**src/rtl/cfg_chain_ctrl.sv**
```systemverilog
// ---------------------------------------------------------------------------
// cfg_chain_ctrl
// Framed configuration loader for the tinyFPGA fabric. A frame is a sync
// word, CFG_BITS of payload shifted LANES bits per enabled cycle, and an XOR
// checksum word. The payload collects in a shadow register and is committed
// to the fabric configuration only when the checksum matches. While a new
// payload shifts in, the previously committed configuration shifts out on
// progDataOut so it can be read back.
//
// Ports:
//   progClk      in   1         clock, all state updates on rising edge
//   progRst      in   1         synchronous active-high reset
//   progEn       in   1         shift enable, all state holds when low
//   progDataIn   in   LANES     serial payload lanes
//   progDataOut  out  LANES     readback lanes (previous configuration)
//   cfgOut       out  CFG_BITS  committed configuration to the fabric
//   cfgValid     out  1         high once any frame has committed
//   commitPulse  out  1         one-cycle pulse per successful commit
//   busy         out  1         high while shifting payload or checking
//   error        out  1         sticky checksum-failure flag
// ---------------------------------------------------------------------------
module cfg_chain_ctrl #(
    parameter int                CFG_BITS  = 64,
    parameter int                LANES     = 1,
    parameter int                SYNC_W    = 8,
    parameter logic [SYNC_W-1:0] SYNC_WORD = 8'hA5
) (
    input  logic                progClk,
    input  logic                progRst,
    input  logic                progEn,
    input  logic [LANES-1:0]    progDataIn,
    output logic [LANES-1:0]    progDataOut,
    output logic [CFG_BITS-1:0] cfgOut,
    output logic                cfgValid,
    output logic                commitPulse,
    output logic                busy,
    output logic                error
);

    localparam int WORDS = CFG_BITS / LANES;
    localparam int CNT_W = (WORDS > 1) ? $clog2(WORDS) : 1;

    typedef enum logic [1:0] {
        HUNT  = 2'd0,
        SHIFT = 2'd1,
        CHECK = 2'd2
    } state_t;

    state_t              r_state;
    state_t              w_nextState;

    logic [SYNC_W-1:0]   r_syncReg;
    logic [CFG_BITS-1:0] r_shadow;
    logic [CNT_W-1:0]    r_count;
    logic [LANES-1:0]    r_xorAcc;
    logic [CFG_BITS-1:0] r_cfg;
    logic                r_cfgValid;
    logic                r_commitPulse;
    logic                r_error;

    logic [SYNC_W-1:0]   w_syncNext;
    logic [CFG_BITS-1:0] w_shadowNext;
    logic                w_syncHit;
    logic                w_lastWord;
    logic                w_sumOk;

    // Shift helpers are written as shift-and-or so they stay legal even when
    // the sync word or payload is exactly one lane-word wide.
    assign w_syncNext   = (r_syncReg << LANES) | SYNC_W'(progDataIn);
    assign w_shadowNext = (r_shadow << LANES) | CFG_BITS'(progDataIn);
    assign w_syncHit    = (w_syncNext == SYNC_WORD);
    assign w_lastWord   = (r_count == CNT_W'(WORDS - 1));
    assign w_sumOk      = (progDataIn == r_xorAcc);

    // State register; the next-state logic already holds the state when
    // progEn is low, so only reset needs handling here.
    always_ff @(posedge progClk) begin
        if (progRst) begin
            r_state <= HUNT;
        end else begin
            r_state <= w_nextState;
        end
    end

    // Next-state logic. Sync matching only happens in HUNT, so a sync pattern
    // inside the payload is ordinary data.
    always_comb begin
        w_nextState = r_state;
        if (progEn) begin
            case (r_state)
                HUNT:    if (w_syncHit)  w_nextState = SHIFT;
                SHIFT:   if (w_lastWord) w_nextState = CHECK;
                CHECK:   w_nextState = HUNT;
                default: w_nextState = HUNT;
            endcase
        end
    end

    // Moore outputs. Readback is the top lane-word of the shadow register,
    // which was preloaded with the old configuration at sync detect, so the
    // old configuration leaves MSB-word first aligned with incoming words.
    always_comb begin
        busy        = 1'b0;
        progDataOut = '0;
        case (r_state)
            SHIFT: begin
                busy        = 1'b1;
                progDataOut = r_shadow[CFG_BITS-1 -: LANES];
            end
            CHECK:   busy = 1'b1;
            default: ;
        endcase
    end

    // Datapath: sync hunter, shadow/count/checksum accumulation and the
    // atomic commit. commitPulse is cleared every cycle it is not set, so it
    // lasts exactly one cycle even if progEn drops right after the commit.
    always_ff @(posedge progClk) begin
        if (progRst) begin
            r_syncReg     <= '0;
            r_shadow      <= '0;
            r_count       <= '0;
            r_xorAcc      <= '0;
            r_cfg         <= '0;
            r_cfgValid    <= 1'b0;
            r_commitPulse <= 1'b0;
            r_error       <= 1'b0;
        end else begin
            r_commitPulse <= 1'b0;
            if (progEn) begin
                case (r_state)
                    HUNT: begin
                        if (w_syncHit) begin
                            r_shadow  <= r_cfg;
                            r_count   <= '0;
                            r_xorAcc  <= '0;
                            r_error   <= 1'b0;
                            r_syncReg <= '0;
                        end else begin
                            r_syncReg <= w_syncNext;
                        end
                    end
                    SHIFT: begin
                        r_shadow <= w_shadowNext;
                        r_xorAcc <= r_xorAcc ^ progDataIn;
                        r_count  <= r_count + CNT_W'(1);
                    end
                    CHECK: begin
                        if (w_sumOk) begin
                            r_cfg         <= r_shadow;
                            r_cfgValid    <= 1'b1;
                            r_commitPulse <= 1'b1;
                        end else begin
                            r_error <= 1'b1;
                        end
                    end
                    default: ;
                endcase
            end
        end
    end

    assign cfgOut      = r_cfg;
    assign cfgValid    = r_cfgValid;
    assign commitPulse = r_commitPulse;
    assign error       = r_error;

endmodule

```
**config.mk**
```make
export PLATFORM = sky130hd
export DESIGN_NAME = cfg_chain_ctrl
export DESIGN_NICKNAME = d
export VERILOG_FILES = /design/src/rtl/cfg_chain_ctrl.sv
export SDC_FILE = /design/constraint.sdc
export NUM_CORES = 1
export LEC_CHECK = 0
export ABC_AREA = 1
export CAP_MARGIN = 15
export CORE_UTILIZATION = 35
export CTS_CLUSTER_DIAMETER = 40
export CTS_CLUSTER_SIZE = 28
export DETAILED_ROUTE_END_ITERATION = 12
export PLACE_DENSITY_LB_ADDON = 0.08
export SYNTH_ARGS = -nofsm -noshare
export SYNTH_HDL_FRONTEND = slang
export SYNTH_SLANG_ARGS = --single-unit
```
**constraint.sdc**
```tcl
create_clock -name progClk -period 1.93 [get_ports progClk]
set_input_delay 0.579 -clock progClk [delete_from_list [all_inputs] [get_ports progClk]]
set_output_delay 0.579 -clock progClk [all_outputs]
set_load 0.01 [all_outputs]
```
Yosys cells after proc, flatten, opt, wreduce, memory -nomap -nowiden. Index checks and enable logic that the tools add are counted.

Bits in registers: 147. Bits of input ports: 4. Output and inout port bits: 69. Word-level logic and storage cells: 48.

Add/subtract/negate cells: 1. Equal/unequal tests: 8. Mux-type cells: 15. Bitwise logic cells: 5. Reduce and logical (&&, ||, !) cells: 10.

Operators with widths (number): one-hot mux 64 bit (2 select lines) (1); 2-to-1 mux 64 bit (1); OR 64 x 1 -> 64 bit (1); one-hot mux 6 bit (2 select lines) (1); AND reduction 3 bit (3); == test 8 bit, second input constant (1); OR 8 x 1 -> 8 bit (1); 2-to-1 mux 7 bit (1); adder 6 x 1 -> 6 bit, second input constant (1); == test 6 bit, second input constant (1); 2-to-1 mux 6 bit (1); != test 2 bit, second input constant (3); 2-to-1 mux 1 bit (5); 2-to-1 mux 2 bit (2); one-hot mux 1 bit (2 select lines) (2); one-hot mux 2 bit (2 select lines) (1); AND reduction 4 bit (1); nonzero test 2 bit (2); OR reduction 3 bit (1); == test 2 x 1 -> 1 bit, second input constant (1); == test 2 bit, second input constant (1); zero test 2 bit (1); NOT 1 bit (2); AND reduction 2 bit (1); other kinds (3) (3).

Longest topological paths before layout.
Depth in word-level cells: 4. Gate-level depth with buffers: 10. Depth with buffers taken out: 8.

Worst setup path before layout. No wires, ideal clock.

Path type: register to output. Start point: register r_state[1]. End point: output progDataOut. Arrival: 1.095 ns. Data required time: 1.351 ns. Slack: 0.256 ns. Cell stages (with the launch flop): 7. Buffers on the path: 2. Cell sequence: dfxtp_1 > inv_1 > ha_1 > buf_2 > buf_1 > nand2_1 > inv_1.

Word-level cells in the longest chain between the ends: 2.

Ends and longest elaborated chain: from (decl) (RTL line 49) `state_t r_state;`; from (signal assigned) (RTL line 81) `r_state <= w_nextState;`; == test 2 x 1 -> 1 bit (RTL line 105) `case (r_state)`; 2-to-1 mux 1 bit (RTL line 105); to (decl) (RTL line 32) `output logic [LANES-1:0] progDataOut,`.

Every way passes these cells.

Worst setup path after layout.
Start point: register r_cfg[33] (netlist: cfgOut[33]). End point: output cfgOut[33].

RTL lines: from (decl) (RTL line 56) `logic [CFG_BITS-1:0] r_cfg;`; from (signal assigned) (RTL line 150) `r_cfg <= r_shadow;`; to (decl) (RTL line 33) `output logic [CFG_BITS-1:0] cfgOut,`.

No word-level cell between the ends.

==> summary.md <==
| Metric | Value |
|---|---|
| Seq/Total Area, Yosys | 0.4471 |
| Total Neg Setup Slack | 0 ns |
| Initial antenna violation count | 0 |
| Cell Area, Synth | 6583 um2 |
| First-pass GRT wire length | 28540 um |
| CTS Sinks | 147 |
| Synth cell types | 24 |
| CP Data Required Time | 1.35 ns |
| Synth top area cells | dfxtp_1 45%, nand2_1 16%, nor2_1 8.0% |
| CTS Buffer Depth | 2 |
| Least-Margin Pin Slew | 0.4803 ns |
| Post-synthesis register bit count | 147 |
| Worst Path Arrival | 1.30 ns |
| Vias in the first global route | 5508 |
| Routed Wire Length | 16870 um |
| Post-CTS Setup Bufs | 0 |
| Clock Pin Slew Worst Setup and Hold Paths | 0.06 ns |
| Final core utilization | 0.4472 |
| Syn nets | 917 |
| Status | finished, violations left |
| Finished Cell Area | 8143 um2 |
| Crit Path Class | reg2out |
| Pint | 4.930 mW |
| Sw frac | 0.2180 |
| Number of diodes | 0 |
| Grt ovf | 0 |
| Largest net degree at the start of global routing | 49 |
| Synth area leader | dfxtp_1 |
| Root buffer cell | clkbuf_16 |
| Via count | 5826 |
| Total GRT Usage | 0.1846 |
| Max Slew Vio Count | 0 |
| Final nets | 968 |
| Final min period | 1.881 ns |
| Final ANT Viol Nets | 0 |
| Synth top area share | 0.4471 |
| Post-synth EDFFs | 0 |
| Buf/Inv on CP | 1 |
| # IOs | 73 |
| Sw Pwr | 1.375 mW |
| 1st-iter DRT viols | 341 |
| Worst path max stage delay | 0.54 ns |
| Clock skew | 0.005634 ns |
| Slowest CP cell | clkdlybuf4s50_1 |
| CTS tree | done |
| Final setup violation count | 0 |
| Unrepaired setup endpoints after global routing | false |
| Pwr dens | 774.3 nW/um2 |
| Crit path cell chain | clkdlybuf4s50_1 |
| Comb power frac | 0.033 |
| Die width | 139.1 um |
| Max-Cap Viols | 0 |
| Placed cells | 1170 |
| Yosys warnings | 0 |
| Worst skew pair latency | 0.42 ns |
| Crit. End Element | primary output |
| Die area | 19360 um2 |
| CP top delay family | buffers and inverters |
| TritonCTS Buffers | 17 |
| Startpoint types | flip-flop |
| Per-cell routed wire length | 14.04 um |
| Placed wire-length estimate | 9669 um |
| Final hold vios | 0 |
| Failing checks | DRC |
| Ys flop type | dfxtp_1 |
| Post-DP Area | 7522 um2 |
| Vias per cell | 4.851 |
| Layout cells sized above 1 | 0.1348 |
| RD Place Congestion | 0.7351 |
| Post-synth ARST share | 0 |
| Starting Density | 0.3615 |
| H-tree levels | 4 |
| Final period utilization | 0.9744 |
| Hold Crit Class | reg2reg |
| I/O Buffers | 72 |
| Final std cells w/o fill | 1201 |
| Area of the core | 18210 um2 |
| Highest Clock Rate | 531.8 MHz |
| VDD IR-drop max | 0.0006337 V |
| Slew headroom | 0.6798 |
| Die height | 139.1 um |
| Area Growth Syn to Fin | 23.70% |
| Seq pwr share | 0.484 |
| Leak pwr | 3.842 nW |
| Synthesized area per cell | 7.242 um2 |
| Clock power share | 0.483 |
| Num rows | 49 |
| Synthesized instance count | 909 |
| Remaining DRCs | 2 |
| Drt first pass iters | 11 |
| Critical path fanouts, max | 3 |
-- power groups by stage --
stage / clock network, mW / registers, mW / logic, mW
2_1_floorplan: 0 / 3.12 / 0.140
3_3_place_gp: 0 / 3.12 / 0.213
3_5_place_dp: 0 / 3.12 / 0.211
4_1_cts: 3.14 / 3.05 / 0.212
5_1_grt: 3.28 / 3.05 / 0.231
6_report: 3.04 / 3.05 / 0.208
-- path summary, 6_finish.rpt --
path	from	to	slack, ns	depth (start not counted)
max	cfgOut[33]	cfgOut[33]	0.05	1
min	r_syncReg[3]	r_syncReg[3]	0.47	2
max reg2reg	r_state[1]	r_state[0]	0.13	8
min reg2reg	r_syncReg[3]	r_syncReg[3]	0.47	2
-- final cells by class --
type | count | area, um2
timing repair buffer | 100 | 1111
fill | 1884 | 10070
clock buffer | 25 | 475.5
inverter | 22 | 85.08
clock inverter | 6 | 55.05
multi-input combinational | 672 | 3182
sequential | 147 | 2948
tap | 229 | 286.5
-- per-stage QoR --
step / total power [mW] / hold WS, ns / setup slack [ns]
CTS: 6.402 / 0.4740 / 0.0003425
floorplan: 3.259 / 0.4342 / 0.2562
finish: 6.305 / 0.4694 / 0.04948
global route: 6.566 / 0.4835 / 0.001191
global placement: 3.333 / 0.4631 / -0.2539
detailed placement: 3.331 / 0.4663 / -0.2446
-- Yosys cell counts (13+ instances only) --
library cell / number
buf_2: 21
o21ai_1: 38
a21oi_2: 30
inv_1: 19
clkbuf_1: 24
a21oi_1: 51
nand2_1: 288
nand3_2: 32
buf_4: 13
dfxtp_1: 147
nand3_1: 42
o21ai_0: 34
nor2_1: 141
-- placed cells by master (no fill, tap or decap), types with 3 or more instances in the layout --
cell,instances
clkdlybuf4s50_1,4
o211ai_1,3
a21oi_1,51
nand2_1,288
a21oi_2,30
clkbuf_16,17
buf_4,20
o21ai_0,34
inv_2,5
nor2_1,141
clkinv_2,5
o21ai_1,38
nand4_1,5
clkbuf_1,6
dlymetal6s2s_1,40
dlygate4sd2_1,24
nand3_2,32
buf_12,10
inv_1,16
dfxtp_1,145
nand3_1,42
-- logic make-up after synthesis --
group	count (synthesis)	synth area share
buffers and inverters	90	0.07413
XOR/XNOR	1	0.001331
AND/OR/NAND/NOR	511	0.3330
adder cells (fa/ha/maj)	4	0.007603
flip-flops	147	0.4471
AO/OA/AOI/OAI	156	0.1369
-- routing by layer --
metal	GRT usage	share of wire
met2	0.2980	0.46
met5	0	0
met1	0.2421	0.49
met3	0.04558	0.038
met4	0.05731	0.012
-- sequential cells by signal, indices dropped and copies added, names as in the netlist --
name         cells
r_state          2
error            1
r_shadow        64
r_syncReg        7
cfgOut          64
commitPulse      1
r_xorAcc         1
cfgValid         1
r_count          6
-- repair_timing --
item,in CTS,in global routing
gates resized for setup,39,41
pin swaps,1,1
hold buffers,0,0
setup endpoints to repair,26,41
No activity file was read; power rests on OpenSTA's default activity.
